<file path="config.mk">
export PLATFORM = sky130hd
export DESIGN_NAME = sram_loader_flat
export DESIGN_NICKNAME = d
export VERILOG_FILES = /design/src/rtl/loader_pkg.sv /design/src/rtl/sram_loader_if.sv /design/src/rtl/loader_addr_counter.sv /design/src/rtl/sram_loader.sv /design/src/flat_wrapper.sv
export SDC_FILE = /design/constraint.sdc
export NUM_CORES = 1
export LEC_CHECK = 0
export CAP_MARGIN = 20
export CORE_MARGIN = 2
export CORE_UTILIZATION = 40
export DETAILED_ROUTE_END_ITERATION = 8
export PLACE_DENSITY_LB_ADDON = 0.2
export SLEW_MARGIN = 10
export SYNTH_ARGS = -nofsm -noshare
export SYNTH_HDL_FRONTEND = slang
export SYNTH_HIERARCHICAL = 1
export SYNTH_SLANG_ARGS = --single-unit
</file>
<file path="constraint.sdc">
create_clock -name i_clk -period 3.1 [get_ports i_clk]
set_input_delay 0.93 -clock i_clk [delete_from_list [all_inputs] [get_ports i_clk]]
set_output_delay 0.93 -clock i_clk [all_outputs]
set_load 0.005 [all_outputs]
</file>
<file path="src/rtl/loader_pkg.sv">
// Shared types and constants for the SRAM loader: FSM states, default widths and
// scratchpad select codes.
package loader_pkg;

    localparam int unsigned DEFAULT_DATA_WIDTH = 64;
    localparam int unsigned DEFAULT_ADDR_WIDTH = 8;

    localparam logic [1:0] SPAD_WEIGHT = 2'd0;
    localparam logic [1:0] SPAD_INPUT  = 2'd1;

    typedef enum logic [2:0] {
        StIdle,
        StLoadW,
        StLoadX,
        StGap,
        StRoute
    } state_e;

endpackage

</file>
<file path="src/rtl/sram_loader_if.sv">
// Stream-in / SRAM-write bundle of the loader. The master drives the stream and
// observes the SRAM writes; the slave is the loader itself.
interface sram_loader_if import loader_pkg::*; #(
    parameter int unsigned DATA_WIDTH = DEFAULT_DATA_WIDTH,
    parameter int unsigned ADDR_WIDTH = DEFAULT_ADDR_WIDTH
);

    logic                  i_s_valid;
    logic [DATA_WIDTH-1:0] i_s_data;
    logic                  o_s_ready;
    logic                  o_write_en;
    logic [ADDR_WIDTH-1:0] o_write_addr;
    logic [1:0]            o_spad_select;
    logic [DATA_WIDTH-1:0] o_data_in;

    modport master (
        output i_s_valid,
        output i_s_data,
        input  o_s_ready,
        input  o_write_en,
        input  o_write_addr,
        input  o_spad_select,
        input  o_data_in
    );

    modport slave (
        input  i_s_valid,
        input  i_s_data,
        output o_s_ready,
        output o_write_en,
        output o_write_addr,
        output o_spad_select,
        output o_data_in
    );

endinterface

</file>
<file path="src/rtl/loader_addr_counter.sv">
// Beat counter for one load phase: counts accepted beats and returns to zero on the
// terminal beat, so each phase starts at address 0.
module loader_addr_counter #(
    parameter int unsigned WIDTH = 8
) (
    input  logic             clk_i,
    input  logic             rst_ni,
    input  logic             clear_i,
    input  logic             en_i,
    input  logic [WIDTH-1:0] last_i,
    output logic [WIDTH-1:0] count_o,
    output logic             tc_o
);

    logic [WIDTH-1:0] count_d, count_q;

    assign tc_o    = (count_q == last_i);
    assign count_o = count_q;

    always_comb begin
        count_d = count_q;
        if (clear_i) begin
            count_d = '0;
        end else if (en_i) begin
            count_d = tc_o ? '0 : count_q + 1'b1;
        end
    end

    always_ff @(posedge clk_i or negedge rst_ni) begin
        if (!rst_ni) begin
            count_q <= '0;
        end else begin
            count_q <= count_d;
        end
    end

endmodule

</file>
<file path="src/rtl/sram_loader.sv">
// Streams a weight block then an input block into SRAM scratchpads, waits a fixed
// gap, then holds the router enable until cleared.
module sram_loader import loader_pkg::*; #(
    parameter int unsigned DATA_WIDTH = DEFAULT_DATA_WIDTH,
    parameter int unsigned ADDR_WIDTH = DEFAULT_ADDR_WIDTH,
    parameter int unsigned GAP_CYCLES = 2
) (
    input  logic                  i_clk,
    input  logic                  i_nrst,
    input  logic                  i_clear,
    input  logic                  i_start,
    input  logic [ADDR_WIDTH-1:0] i_w_count,
    input  logic [ADDR_WIDTH-1:0] i_x_count,
    sram_loader_if.slave          bus,
    output logic [ADDR_WIDTH-1:0] o_i_addr_end,
    output logic                  o_route_en,
    output logic                  o_busy
);

    state_e                state_q;
    logic [ADDR_WIDTH-1:0] w_cnt_q, x_cnt_q;
    logic [3:0]            gap_q;
    logic                  ready_q;
    logic                  write_en_q;
    logic [ADDR_WIDTH-1:0] write_addr_q;
    logic [1:0]            spad_q;
    logic [DATA_WIDTH-1:0] data_q;

    logic                  beat;
    logic [ADDR_WIDTH-1:0] beat_cnt;
    logic [ADDR_WIDTH-1:0] beat_last;
    logic                  beat_tc;

    // ready_q is high exactly in the load states, so it doubles as the phase qualifier
    assign beat      = bus.i_s_valid & ready_q;
    assign beat_last = (state_q == StLoadX) ? x_cnt_q - 1'b1 : w_cnt_q - 1'b1;

    loader_addr_counter #(
        .WIDTH (ADDR_WIDTH)
    ) u_beat_cnt (
        .clk_i   (i_clk),
        .rst_ni  (i_nrst),
        .clear_i (i_clear),
        .en_i    (beat),
        .last_i  (beat_last),
        .count_o (beat_cnt),
        .tc_o    (beat_tc)
    );

    always_ff @(posedge i_clk or negedge i_nrst) begin
        if (!i_nrst) begin
            state_q      <= StIdle;
            w_cnt_q      <= '0;
            x_cnt_q      <= '0;
            gap_q        <= '0;
            ready_q      <= 1'b0;
            write_en_q   <= 1'b0;
            write_addr_q <= '0;
            spad_q       <= SPAD_WEIGHT;
            data_q       <= '0;
            o_i_addr_end <= '0;
            o_route_en   <= 1'b0;
            o_busy       <= 1'b0;
        end else begin
            write_en_q <= 1'b0;
            if (i_clear) begin
                state_q    <= StIdle;
                w_cnt_q    <= '0;
                x_cnt_q    <= '0;
                gap_q      <= '0;
                ready_q    <= 1'b0;
                o_route_en <= 1'b0;
                o_busy     <= 1'b0;
            end else begin
                unique case (state_q)
                    StIdle: begin
                        if (i_start && (i_w_count != '0 || i_x_count != '0)) begin
                            w_cnt_q      <= i_w_count;
                            x_cnt_q      <= i_x_count;
                            o_i_addr_end <= '0;
                            ready_q      <= 1'b1;
                            o_busy       <= 1'b1;
                            state_q      <= (i_w_count != '0) ? StLoadW : StLoadX;
                        end
                    end
                    StLoadW: begin
                        if (beat) begin
                            write_en_q   <= 1'b1;
                            write_addr_q <= beat_cnt;
                            spad_q       <= SPAD_WEIGHT;
                            data_q       <= bus.i_s_data;
                            if (beat_tc) begin
                                if (x_cnt_q != '0) begin
                                    state_q <= StLoadX;
                                end else begin
                                    state_q <= StGap;
                                    ready_q <= 1'b0;
                                end
                            end
                        end
                    end
                    StLoadX: begin
                        if (beat) begin
                            write_en_q   <= 1'b1;
                            write_addr_q <= beat_cnt;
                            spad_q       <= SPAD_INPUT;
                            data_q       <= bus.i_s_data;
                            if (beat_tc) begin
                                state_q      <= StGap;
                                ready_q      <= 1'b0;
                                o_i_addr_end <= beat_cnt;
                            end
                        end
                    end
                    StGap: begin
                        if (gap_q == 4'(GAP_CYCLES - 1)) begin
                            gap_q      <= '0;
                            state_q    <= StRoute;
                            o_route_en <= 1'b1;
                        end else begin
                            gap_q <= gap_q + 1'b1;
                        end
                    end
                    StRoute: begin
                    end
                    default: begin
                        state_q <= StIdle;
                    end
                endcase
            end
        end
    end

    assign bus.o_s_ready     = ready_q;
    assign bus.o_write_en    = write_en_q;
    assign bus.o_write_addr  = write_addr_q;
    assign bus.o_spad_select = spad_q;
    assign bus.o_data_in     = data_q;

endmodule

</file>
<file path="src/flat_wrapper.sv">
// flat-port wrapper written by rule: the top's interface ports become plain ports
module sram_loader_flat import loader_pkg::*;
#(
    parameter int unsigned DATA_WIDTH = DEFAULT_DATA_WIDTH,
    parameter int unsigned ADDR_WIDTH = DEFAULT_ADDR_WIDTH,
    parameter int unsigned GAP_CYCLES = 2
)
  (i_clk, i_nrst, i_clear, i_start, i_w_count, i_x_count, o_i_addr_end, o_route_en, o_busy, bus_i_s_valid, bus_i_s_data, bus_o_s_ready, bus_o_write_en, bus_o_write_addr, bus_o_spad_select, bus_o_data_in);
  sram_loader_if #(.DATA_WIDTH(DATA_WIDTH), .ADDR_WIDTH(ADDR_WIDTH)) bus_i ();
  input  logic i_clk;
  input  logic i_nrst;
  input  logic i_clear;
  input  logic i_start;
  input  logic [ADDR_WIDTH-1:0] i_w_count;
  input  logic [ADDR_WIDTH-1:0] i_x_count;
  output logic [ADDR_WIDTH-1:0] o_i_addr_end;
  output logic o_route_en;
  output logic o_busy;
  input wire logic [$bits(bus_i.i_s_valid)-1:0] bus_i_s_valid;
  input wire logic [$bits(bus_i.i_s_data)-1:0] bus_i_s_data;
  output wire logic [$bits(bus_i.o_s_ready)-1:0] bus_o_s_ready;
  output wire logic [$bits(bus_i.o_write_en)-1:0] bus_o_write_en;
  output wire logic [$bits(bus_i.o_write_addr)-1:0] bus_o_write_addr;
  output wire logic [$bits(bus_i.o_spad_select)-1:0] bus_o_spad_select;
  output wire logic [$bits(bus_i.o_data_in)-1:0] bus_o_data_in;
  assign bus_i.i_s_valid = bus_i_s_valid;
  assign bus_i.i_s_data = bus_i_s_data;
  assign bus_o_s_ready = bus_i.o_s_ready;
  assign bus_o_write_en = bus_i.o_write_en;
  assign bus_o_write_addr = bus_i.o_write_addr;
  assign bus_o_spad_select = bus_i.o_spad_select;
  assign bus_o_data_in = bus_i.o_data_in;
  sram_loader #(.DATA_WIDTH(DATA_WIDTH), .ADDR_WIDTH(ADDR_WIDTH), .GAP_CYCLES(GAP_CYCLES)) u_core (.i_clk(i_clk), .i_nrst(i_nrst), .i_clear(i_clear), .i_start(i_start), .i_w_count(i_w_count), .i_x_count(i_x_count), .bus(bus_i), .o_i_addr_end(o_i_addr_end), .o_route_en(o_route_en), .o_busy(o_busy));
endmodule
</file>
# Word level (Yosys, flattened, before mapping)
# Cells that the tools add are included.
# op_classes
bitwise	2
add_sub_neg	4
n_eq_ne	18
n_mux	46
reduce_logical	22
# op_table
cell	n
two-way mux 8 bit	13
nonzero test 8 bit	3
two-way mux 3 bit	7
two-way mux 1 bit	16
one-hot mux 8 bit (2 select lines)	1
subtractor 8 x 1 -> 8 bit (second input constant)	2
one-hot mux 3 bit (5 select lines)	1
AND reduction 7 bit	2
nonzero test 2 bit	7
two-way mux 4 bit	3
!= test 3 x 2 -> 1 bit (second input constant)	4
!= test 3 bit (second input constant)	3
adder 8 x 1 -> 8 bit (second input constant)	1
equality test 8 bit	1
equality test 3 x 2 -> 1 bit (second input constant)	2
two-way mux 2 bit	3
!= test 2 x 1 -> 1 bit (second input constant)	3
AND reduction 5 bit	1
adder 4 x 1 -> 4 bit (second input constant)	1
equality test 4 x 1 -> 1 bit (second input constant)	1
!= test 2 bit (second input constant)	2
one-hot mux 2 bit (2 select lines)	1
AND reduction 2 bit	2
AND reduction 4 bit	1
11 further kinds	11
# word_totals
out_inout_bits	86
regBits	117
wordCells	105
inputBits	85

# Longest topological paths before layout
# Gate-level depths: netlist of the first run.
# logic_depth
word_depth	7
mapped_depth	14
depth_no_buf	12

# Cells and area by module
# The synthesis of the first run kept the hierarchy.
# modules_own_cells
module	instances	cells_each	area_per_inst_um2	seq_area_each_um2
sram_loader	1	390	4764.6	2702.6
loader_addr_counter	1	56	509.2	200.2

# Worst setup path after synthesis of the first run
# OpenSTA, ideal clock, no wires.
# synth_timing
path_type	register to register
start	register u_core.state_q[2]
end	register u_core.o_i_addr_end[0]
path_slack_ns	-0.336
setup_ns	0.083
stages_incl_launch_ff	15
synth_period_minus_slack_ns	3.436
t_arrival_ns	3.353
path_buffers	2
required_time_ns	3.017
path_cell_list	dfrtp_1 -> clkbuf_1 -> nor3b_1 -> clkbuf_1 -> mux2i_1 -> ha_1 -> o21ai_0 -> xor2_1 -> xnor2_1 -> nand4_1 -> nor2_1 -> nand3_1 -> nor3_1 -> a22oi_1 -> o21ai_0
# synth_via
elab_chain_len	5
elab_cells_between_ends	10
classes_between	eq/ne (5); mux (2); reduce/logical (3)
# synth_lines
item	line	source
from (decl)	sram_loader.sv:20	state_e state_q;
from (signal assigned)	sram_loader.sv:52	state_q <= StIdle;
from (signal assigned)	sram_loader.sv:67	state_q <= StIdle;
from (signal assigned)	sram_loader.sv:83	state_q <= (i_w_count != '0) ? StLoadW : StLoadX;
equality test 3 x 2 -> 1 bit	sram_loader.sv:36	assign beat_last = (state_q == StLoadX) ? x_cnt_q - 1'b1 : w_cnt_q - 1'b1;
two-way mux 8 bit	sram_loader.sv:36	
named net u_core.beat_last[0]	sram_loader.sv:31	logic [ADDR_WIDTH-1:0] beat_last;
equality test 8 bit	loader_addr_counter.sv:17	assign tc_o = (count_q == last_i);
named net u_core.beat_tc	sram_loader.sv:32	logic beat_tc;
!= test 2 bit (no source line)	-	
AND reduction 5 bit (no source line)	-	
to (signal assigned)	sram_loader.sv:111	o_i_addr_end <= beat_cnt;
to (decl)	sram_loader.sv:15	output logic [ADDR_WIDTH-1:0] o_i_addr_end,
# The timed path passes the listed nets, and every way through them passes these cells.
# A chain may end at the register's enable or synchronous reset.

# Final worst setup path of the first run
# layout_timing
start	register u_core.state_q[2]
end	register u_core.ready_q (netlist: u_core/bus.o_s_ready)
# layout_via
elab_chain_len	5
elab_cells_between_ends	15
classes_between	eq/ne (9); mux (3); reduce/logical (3)
# layout_lines
item	line	source
equality test 3 x 2 -> 1 bit *	sram_loader.sv:36	
two-way mux 8 bit *	sram_loader.sv:36	
named net u_core.beat_last[0]	sram_loader.sv:31	
equality test 8 bit *	loader_addr_counter.sv:17	
named net u_core.beat_tc	sram_loader.sv:32	
!= test 3 bit (no source line)	-	
AND reduction 7 bit (no source line) *	-	
to (signal assigned)	sram_loader.sv:56	ready_q <= 1'b0;
to (signal assigned)	sram_loader.sv:71	ready_q <= 1'b0;
to (signal assigned)	sram_loader.sv:81	ready_q <= 1'b1;
to (decl)	sram_loader.sv:23	logic ready_q;
# Mark *: on every way through the listed nets, which the timed path passes. The rest lies on a longest branch.

==> results.py, run 1 <==
metrics = {
    "power_and_ir_drop": {
        "cellPowerDensity_nw_per_um2": 746,
        "power.ir.vdd_worst_mv": 0.542,
        "power_leakage_nw": 3.36,
    },
    "detailed_routing": {
        "drt_pass1_iterations": 5,
        "routed-via-count": 4265,
        "post_dr_wirelength_cell_um": 16.9,
        "final_routed_wirelength_um": 13900,
        "drt_first_iter_violations": 214,
        "route.antenna.remaining_nets": 0,
        "route.detailed.drc": 0,
        "vias_per_cell": 5.21,
    },
    "timing": {
        "fin_crit_sh_pct": 92.8,
        "timing.final.setup_violations": 0,
        "timing.slew.headroom_pct": 59.9,
        "finalHoldViolCount": 0,
        "period_needed_ns": 2.88,
        "max_slew.worst_pin.slew_ns": 0.599,
        "final.setup.worst_slack_ns": 0.225,
        "fmax_ghz": 0.348,
        "maxSlewViolCount": 0,
        "rsz0062_at_grt": "false",
        "final.setup_skew_ns": 0.00713,
        "finalSetupTns_ns": 0,
    },
    "layout": {
        "num_antenna_cells": 0,
        "finalNonFillerCells": 818,
        "syn2layout_area_growth_pct": 49.2,
        "final_nets": 725,
        "post_route_cells_drive_above_1_share_pct": 21.5,
    },
    "die": {
        "die_height_um": 119,
        "floorplan_row_count": 41,
        "die-area_um2": 14100,
        "initial_core_util_pct": 41.5,
        "floorplan.io_pins": 171,
        "floorplan.core_area_um2": 12700,
        "die_w_um": 119,
    },
    "placed_design": {
        "place_worst_setup_slack_ns": 0.0760,
        "placed_cell_count": 787,
        "buffer_ports.inserted": 169,
        "gp_congestion": 0.891,
        "dp_hpwl_um": 9980,
    },
    "logic_synthesis": {
        "synth.lib_cells_used.distinct": 53,
        "synth_seq_area_share_pct": 55.0,
        "async_flop_share_pct": 100,
        "yosys-top-cells-area": "sky130_fd_sc_hd__dfrtp_1 55%, sky130_fd_sc_hd__mux2_2 15%, sky130_fd_sc_hd__o21ai_0 3.0%",
        "mappedNetlistArea_um2": 5270,
        "synth.net_count": 535,
        "syn_area_cell_um2": 11.8,
        "post_synth_inst_count": 446,
        "yosysTopAreaCellShare_pct": 55.0,
        "post-synth-top-area-cell": "sky130_fd_sc_hd__dfrtp_1",
        "netlist_top_cells_count": "116 x sky130_fd_sc_hd__dfrtp_1, 72 x sky130_fd_sc_hd__mux2_2, 32 x sky130_fd_sc_hd__o21ai_0, 26 x sky130_fd_sc_hd__nand3_1",
        "yosys_register_bits": 116,
        "post_synth_edffs": 0,
        "library_cell_with_the_highest_instance_count_after_synthesis": "sky130_fd_sc_hd__dfrtp_1",
        "synth_warnings": 6,
        "ys.flop_type": "sky130_fd_sc_hd__dfrtp_1",
    },
    "clocking": {
        "tritoncts": "built",
        "cts_root_buf": "sky130_fd_sc_hd__clkbuf_16",
        "clk_latency_ns": 0.41,
        "numCtsBuffers": 17,
        "cts_max_path_buffers": 2,
        "path_clk_slew_ns": 0.05,
        "ctsHoldBuffers": 0,
        "ctsHtreeMaxLevel": 4,
        "cts.sinks": 116,
    },
    "setup_path": {
        "critPathSlowestCell": "sky130_fd_sc_hd__dfrtp_1",
        "worst_setup_path_start_kind": "flip-flop",
        "cp_cell_sequence": "nor3b_2 > buf_4 > mux2i_4 > ha_2 > o21ai_0 > xor2_1 > xnor2_1 > nand4_1 > nor2_4 > and4_1 > o32ai_1 > o2bb2ai_1 > a211o_1",
        "endpoint_kind": "flip-flop",
        "critPathTopFamily": "simple AND/OR/NAND/NOR gates",
        "required_ns": 3.39,
        "crit_arrival_ns": 3.17,
        "critPathMaxFanout": 5,
        "timing.setup.critical_path_class": "reg -> reg",
        "worst_path_largest_cell_delay_ns": 0.41,
        "worstPathBufferInverterCount": 1,
    },
    "grt": {
        "grt_max_degree": 74,
        "antenna_found_initial": 0,
        "grt_overflow": 0,
        "grt_first_pass_wirelength_um": 23100,
        "grt_pass1_vias": 4631,
        "globalRouteTotalUtil_pct": 20.7,
    },
    "status": {
        "outcome": "finished, final reports clean",
    },
    "job": {
        "max-cap-violations": 0,
    },
    "min_path": {
        "worst_hold_path_type": "reg -> reg",
    },
}
## layout make-up
type                       instances  area (um2)
clock buffer                      19         453
clock inverter                    10        86.3
fill                            1068        4850
inverter                          11        41.3
multi-input combinational        296        2270
sequential                       116        2900
tap                              172         215
timing repair buffer             194        1900
## cell usage in the layout, fill, tap and decap left out, drive strengths merged, types with 2 or more instances in the layout
cell type and n:
clkdlybuf4s50 168, nand2b 2, nor2 22, mux2i 7, a22oi 9, xor2 7
nand4 2, nor3 11, nand3 26, o31ai 2, mux2 72, nor3b 4
o21ai 33, and3 2, nor4 2, nand2 21, or4 5, a21oi 20
buf 26, o2bb2ai 2, inv 11, clkinvlp 3, o211ai 4, clkinv 6
dfrtp 116, ha 4, o22ai 3, xnor2 15, clkbuf 19, a21o 3
## per-layer routing
layer | track usage, % | part of all wire, % | up-vias
li1 | - | - | 1984
met1 | 23.5 | 40 | 2097
met2 | 33.9 | 49 | 158
met3 | 9.91 | 9.3 | 26
met4 | 7.22 | 1.8 | 0
met5 | 0 | 0 | -
## where the power goes
part           internal, mW  total [mW]  switching [mW]
registers              1.95        2.20           0.245
logic                  1.23        1.87           0.646
clock network          1.12        1.80           0.678
total                  4.30        5.87            1.57
## metrics by stage
stage / instance area [um2] / hold slack (ns) / power, mW / util [%]
4_1_cts: 7830 / 0.503 / 5.93 / 61.6
2_1_floorplan: 5300 / 0.474 / 2.90 / -
3_5_place_dp: 7290 / 0.492 / 4.09 / 57.3
5_1_grt: 7870 / 0.510 / 6.19 / 61.8
6_report: 7870 / 0.498 / 5.87 / 61.8
3_3_place_gp: 7290 / 0.486 / 4.04 / 57.3
## flip-flops by register name, indices dropped and copies added, names as in the netlist, 3 cells and up
signal	flops
u_core/bus.o_data_in	64
u_core/bus.o_write_addr	8
u_core/gap_q	4
u_core/o_i_addr_end	8
u_core/state_q	3
u_core/u_beat_cnt/count_o	8
u_core/w_cnt_q	8
u_core/x_cnt_q	8
## cells by family after synthesis
| group | share of synthesized area, % |
|---|---|
| AND/OR/NAND/NOR | 10.0 |
| adder cells (fa/ha/maj) | 0.949 |
| other | 0.0711 |
| flip-flops | 55.0 |
| AO/OA/AOI/OAI | 10.7 |
| multiplexers | 16.7 |
| XOR/XNOR | 3.65 |
| buffers and inverters | 2.82 |
## timing repair
action,4_1_cts,5_1_grt
setup endpoints to repair,0,3
resized for setup,0,4
setup buffers,0,2
## worst paths after layout
check	from	endpoint	depth (start not counted)	slack (ns)
worst min-delay path	u_core/bus.o_data_in[0]	u_core/bus.o_data_in[0]	1	0.50
worst min register to register	u_core/bus.o_data_in[0]	u_core/bus.o_data_in[0]	1	0.50
worst max-delay path	u_core/state_q[2]	u_core/bus.o_s_ready	13	0.22
worst max register to register	u_core/state_q[2]	u_core/bus.o_s_ready	13	0.22
min in group asynchronous	i_nrst	u_core/bus.o_data_in[18]	1	0.51
max in group asynchronous	i_nrst	u_core/bus.o_s_ready	2	1.87
No activity file was read; power rests on OpenSTA's default activity.
==> inputs of run 2 (changes only) <==
--- a/config.mk
+++ b/config.mk
@@ -5,10 +5,10 @@
 export SDC_FILE = /design/constraint.sdc
 export NUM_CORES = 1
 export LEC_CHECK = 0
-export CAP_MARGIN = 20
 export CORE_MARGIN = 2
 export CORE_UTILIZATION = 40
 export DETAILED_ROUTE_END_ITERATION = 8
+export GPL_TIMING_DRIVEN = 0
 export PLACE_DENSITY_LB_ADDON = 0.2
 export SLEW_MARGIN = 10
 export SYNTH_ARGS = -nofsm -noshare
==> results.py, run 2 (same netlist as run 1, synthesis figures left out) <==
metrics = {
    "timing": {
        "timing.slew.headroom_pct": 34.3,
        "max_slew.worst_pin.slew_ns": 0.977,
        "finalHoldViolCount": 0,
        "final.setup_skew_ns": 0.00667,
        "fin_crit_sh_pct": 97.9,
        "rsz0062_at_grt": "true",
        "whs_ns": 0.374,
        "timing.final.setup_violations": 0,
        "maxSlewViolCount": 0,
        "final.setup.worst_slack_ns": 0.0658,
        "fmax_ghz": 0.330,
        "period_needed_ns": 3.03,
    },
    "clocking": {
        "cts.sinks": 116,
        "cts_max_path_buffers": 2,
        "path_clk_slew_ns": 0.05,
        "numCtsBuffers": 17,
        "cts_root_buf": "sky130_fd_sc_hd__clkbuf_16",
        "clk_latency_ns": 0.41,
        "ctsHtreeMaxLevel": 4,
        "tritoncts": "built",
    },
    "die": {
        "floorplan.core_area_um2": 12700,
        "initial_core_util_pct": 41.5,
        "floorplan_row_count": 41,
        "die_w_um": 119,
        "die-area_um2": 14100,
        "floorplan.io_pins": 171,
        "die_height_um": 119,
    },
    "layout": {
        "n_fill_cell": 1055,
        "syn2layout_area_growth_pct": 52.4,
        "finish.instance_area_um2": 8040,
        "post_route_cells_drive_above_1_share_pct": 24.0,
        "max_reg_flops": 64,
        "most_frequent_standard_cell_in_the_layout_excluding_fill_and_tap_cells": "sky130_fd_sc_hd__clkdlybuf4s50_1",
        "final_nets": 739,
        "num_antenna_cells": 0,
        "mostFrequentLayoutCells": "168 x sky130_fd_sc_hd__clkdlybuf4s50_1, 114 x sky130_fd_sc_hd__dfrtp_1, 72 x sky130_fd_sc_hd__mux2_2",
        "finalNonFillerCells": 834,
    },
    "placed_design": {
        "place_worst_setup_slack_ns": -0.526,
        "dp_hpwl_um": 10300,
        "placed_cell_count": 788,
        "postPlaceCellArea_um2": 7230,
        "gp_congestion": 0.850,
        "buffer_ports.inserted": 169,
    },
    "job": {
        "max-cap-violations": 0,
    },
    "setup_path": {
        "worst-r2r-cell-count": 13,
        "timing.setup.critical_path_class": "reg -> reg",
        "crit_arrival_ns": 3.33,
        "rr_endpoint": "u_core/bus.o_s_ready",
        "endpoint_kind": "flip-flop",
        "required_ns": 3.39,
        "setup.reg_to_reg.worst_slack_ns": 0.07,
        "worst_r2r_startpoint": "u_core/state_q[2]",
        "worst_setup_path_start_kind": "flip-flop",
        "critPathMaxFanout": 8,
    },
    "grt": {
        "grt_first_pass_wirelength_um": 22700,
        "antenna_found_initial": 0,
        "grt_pass1_vias": 4453,
        "globalRouteTotalUtil_pct": 20.6,
        "grt_overflow": 0,
        "grt_max_degree": 91,
    },
    "detailed_routing": {
        "route.detailed.drc": 0,
        "routed-via-count": 4386,
        "drt_first_iter_violations": 244,
        "drt_pass1_iterations": 4,
        "route.antenna.remaining_nets": 0,
        "post_dr_wirelength_cell_um": 17.4,
        "vias_per_cell": 5.26,
        "final_routed_wirelength_um": 14500,
    },
    "status": {
        "outcome": "finished, final reports clean",
    },
    "power_and_ir_drop": {
        "switching_power_mw": 1.58,
        "cellPowerDensity_nw_per_um2": 742,
        "power_report.internal_total_mw": 4.38,
        "share_comb_of_total_power_pct": 31.8,
        "power.ir.vdd_worst_mv": 0.496,
        "power_leakage_nw": 3.43,
        "p_seq_share_pct": 37.2,
        "power.share.switching_pct": 26.5,
        "share_clk_of_total_power_pct": 31.0,
    },
    "min_path": {
        "worst_hold_path_type": "in -> async",
    },
}
## run 2: cell types whose count changed in the layout (fill, tap and decap cells not counted), moves of 3 or more
| cell | previous run | this run |
|---|---|---|
| sky130_fd_sc_hd__clkbuf_2 | 0 | 7 |
| sky130_fd_sc_hd__clkbuf_8 | 2 | 5 |
| sky130_fd_sc_hd__clkbuf_1 | 0 | 7 |
| sky130_fd_sc_hd__buf_6 | 0 | 5 |
| sky130_fd_sc_hd__buf_4 | 24 | 17 |
## run 2: power groups by stage
stage	clock, mW	combinational [mW]	sequential, mW
finish	1.85	1.90	2.22
global route	1.96	2.04	2.28
CTS	1.89	1.89	2.22
detailed placement	0	1.86	2.22
global placement	0	1.83	2.20
floorplan	0	0.680	2.22
## run 2: final cells by class
class                           count  area [um2]  share of cell area [%]
Clock buffer                       22         494                    6.15
Multi-Input combinational cell    296        2330                    28.9
Sequential cell                   116        2910                    36.1
Timing Repair Buffer              187        1850                    23.0
Tap cell                          172         215                    2.68
Clock inverter                      9        77.6                   0.965
Buffer                             21         126                    1.57
Inverter                           11        41.3                   0.514
## run 2: metal layers
| layer | vias up | part of all wire (%) | routed length (um) | track usage, % |
|---|---|---|---|---|
| met3 | 25 | 9.9 | 1430 | 9.82 |
| met5 | - | 0 | 0 | 0 |
| met1 | 2163 | 38 | 5520 | 23.4 |
| met4 | 0 | 2.0 | 293 | 7.51 |
| li1 | 2016 | - | - | - |
| met2 | 182 | 50 | 7220 | 34.0 |
## run 2: how the worst max path moves through the flow
stage,from,end,depth (start not counted)
global placement,i_nrst,u_core/bus.o_data_in[1],1
floorplan,u_core/state_q[2],u_core/bus.o_s_ready,14
CTS,u_core/state_q[2],u_core/bus.o_s_ready,13
detailed placement,u_core/state_q[2],u_core/bus.o_s_ready,14
finish,u_core/state_q[2],u_core/bus.o_s_ready,13
global route,u_core/state_q[2],u_core/bus.o_s_ready,13
## run 2: timing repair
item | CTS | global route
gates cloned | 0 | 0
resized for setup | 16 | 16
hold buffers | 0 | 0
buffers inserted | 4 | 13
pin swaps | 7 | 10
setup endpoints to repair | 80 | 79
## run 2: critical path, cell delays in order (launching register included)
cell                        delay [ns]
sky130_fd_sc_hd__dfrtp_2          0.45
sky130_fd_sc_hd__nor3b_4          0.26
sky130_fd_sc_hd__buf_8            0.17
sky130_fd_sc_hd__mux2i_4          0.25
sky130_fd_sc_hd__ha_2             0.22
sky130_fd_sc_hd__o221ai_2         0.09
sky130_fd_sc_hd__xor2_1           0.19
sky130_fd_sc_hd__xnor2_1          0.21
sky130_fd_sc_hd__nand4_2          0.15
sky130_fd_sc_hd__nor2_4           0.19
sky130_fd_sc_hd__and4_1           0.22
sky130_fd_sc_hd__o32ai_2          0.09
sky130_fd_sc_hd__o2bb2ai_2        0.16
sky130_fd_sc_hd__a211o_1          0.25
## run 2: through the flow
stage          power (mW)  util (%)  setup TNS, ns
2_1_floorplan        2.90         -              0
3_3_place_gp         4.02      56.6        -425.77
3_5_place_dp         4.08      56.8         -37.12
4_1_cts              5.99      61.9        -0.0569
5_1_grt              6.28      63.2         -0.543
6_report             5.97      63.2              0
==> RTL edit, RTL diff (settings of run 2) <==
The package constant `DEFAULT_DATA_WIDTH` goes from 64 to 128.
--- a/src/rtl/loader_pkg.sv
+++ b/src/rtl/loader_pkg.sv
@@ -4,3 +4,3 @@
 
-    localparam int unsigned DEFAULT_DATA_WIDTH = 64;
+    localparam int unsigned DEFAULT_DATA_WIDTH = 128;
     localparam int unsigned DEFAULT_ADDR_WIDTH = 8;
Ports: changed (resized bus_i_s_data and bus_o_data_in); port bits go from 171 to 299. The function was not compared with the original's and may differ.
==> RTL edit against run 2 <==
- sequential power rose by 62%
- critical path depth rose by 2
- cell area rose by 47%
- total power rose by 55%
- area after synthesis rose by 45%
- wire length rose by 46%
- global-route usage rose by 0.081 points
- sequential cell count rose by 64
- setup slack improved by 0.037 ns
- critical path type unchanged
==> RTL edit: results (changes against run 2) <==
outcome completed (unchanged); antenna violations before repair 0 (unchanged); Detail Placement HPWL 15600 um (was 10300 um); period utilization 0.967 (was 0.979); largest fanout on the critical path 7 (was 8); sequential cell area share 0.381 (was 0.361); post-CTS sizing 12 (was 16); max FFs per register 128 (was 64); vias in the first global route 6024 (was 4453); Filler cells 1497 (was 1055); Synth Warn # 6 (unchanged); Clock-cell share 0.0544 (was 0.0711); Pint 6.77 mW (was 4.38 mW); crit path capture type register (unchanged); Clock transition at path regs 0.07 ns (was 0.05 ns); slowest stage delay, CP 0.48 ns (was 0.45 ns); FF-to-FF End u_core/state_q[0]$_DFFE_PN0P_ (was u_core/bus.o_s_ready$_DFFE_PN0P_); post-place setup slack -0.662 ns (was -0.526 ns); post-synthesis sequential area ratio 0.589 (was 0.550); largest net degree at the start of global routing 75 (was 91); Worst-Margin Slew 0.754 ns (was 0.977 ns); Post-CTS Setup Inserts 6 (was 4); FFs & Latches 180 (was 116); Peak supply drop 501 uV (was 496 uV); Tightest Hold Check Type in -> async (unchanged); # port buffers 297 (was 169); final clock skew 0.0159 ns (was 0.00667 ns); CP top delay family compound AO/OA/AOI/OAI gates (was simple AND/OR/NAND/NOR gates); #MultiIn Comb 360 (was 296); clock latency on the worst-skew pair 0.43 ns (was 0.41 ns); Yosys cell types 52 (was 53); Plain + repair buffers 342 (was 208); Iter 0 DRT Violations 239 (was 244); multi-input logic area 3040 um2 (was 2330 um2); Area contributors post-synth dfrtp_1 59%, mux2_2 20%, o21ai_0 2.1%, xnor2_1 1.7%, nand3_1 1.7% (was dfrtp_1 55%, mux2_2 15%, o21ai_0 3.0%, xnor2_1 2.5%, nand3_1 2.5%); Net Count, Synth 735 (was 535); layout cells sized above 1 0.244 (was 0.240); crit path max-delay cell type dfrtp_2 (unchanged); R2R setup slack 0.10 ns (was 0.07 ns); leakage power 5.08 nW (was 3.43 nW); GRT Overall Usage 0.207 (was 0.206); RePlAce Congestion 0.829 (was 0.850); Signal buf overhead 0.280 (was 0.246); top post-synthesis cells by count 180 x dfrtp_1, 136 x mux2_2, 32 x o21ai_0 (was 116 x dfrtp_1, 72 x mux2_2, 32 x o21ai_0); Worst Reg-to-Reg Cells 15 (was 13); Net count, final 1065 (was 739); first-pass GRT wire length 32200 um (was 22700 um); drt total wl 21100 um (was 14500 um); clock buf count 18 (was 22); CP Data Arrival Time 3.29 ns (was 3.33 ns); vias per cell 5.09 (was 5.26)
[RTL edit: metrics by stage]
step / area [um2] / std cells
2_1_floorplan: 7660 / 582
3_3_place_gp: 10900 / 1113
3_5_place_dp: 11000 / 1115
4_1_cts: 11800 / 1153
5_1_grt: 11800 / 1159
6_report: 11800 / 1159
[RTL edit: logic make-up after synthesis]
family          synth area share
flops                      0.589
compound gates            0.0742
other cells             0.000491
buf+inv                   0.0257
simple gates              0.0688
xor+xnor                  0.0252
fa+ha+maj                0.00655
mux                        0.210
[RTL edit: routing by layer]
| layer | share of wire | track usage | up-vias |
|---|---|---|---|
| met4 | 0.025 | 0.0774 | 0 |
| met5 | 0 | 0 | - |
| met1 | 0.39 | 0.248 | 2884 |
| met3 | 0.088 | 0.0771 | 33 |
| met2 | 0.49 | 0.342 | 235 |
| li1 | - | - | 2746 |
[RTL edit: worst min path at each step]
| stage | endpoint | slack [ns] | cells past startpoint |
|---|---|---|---|
| 6_report | u_core/bus.o_data_in[121]$_DFFE_PN0P_ | 0.39 | 1 |
| 2_1_floorplan | u_core/gap_q[3]$_DFFE_PN0P_ | 0.47 | 1 |
| 4_1_cts | u_core/bus.o_data_in[18]$_DFFE_PN0P_ | 0.39 | 1 |
| 3_3_place_gp | u_core/o_busy$_DFFE_PN0P_ | 0.48 | 2 |
| 5_1_grt | u_core/bus.o_data_in[18]$_DFFE_PN0P_ | 0.40 | 1 |
| 3_5_place_dp | u_core/bus.o_data_in[21]$_DFFE_PN0P_ | 0.49 | 1 |
[RTL edit: power by group through the flow]
stage	combinational (mW)	clock (mW)	sequential [mW]
after global routing	3.59	2.49	3.71
final	3.34	2.33	3.60
after detailed placement	3.29	0	3.64
after CTS	3.33	2.40	3.61
after global placement	3.26	0	3.61
after floorplan	1.05	0	3.68
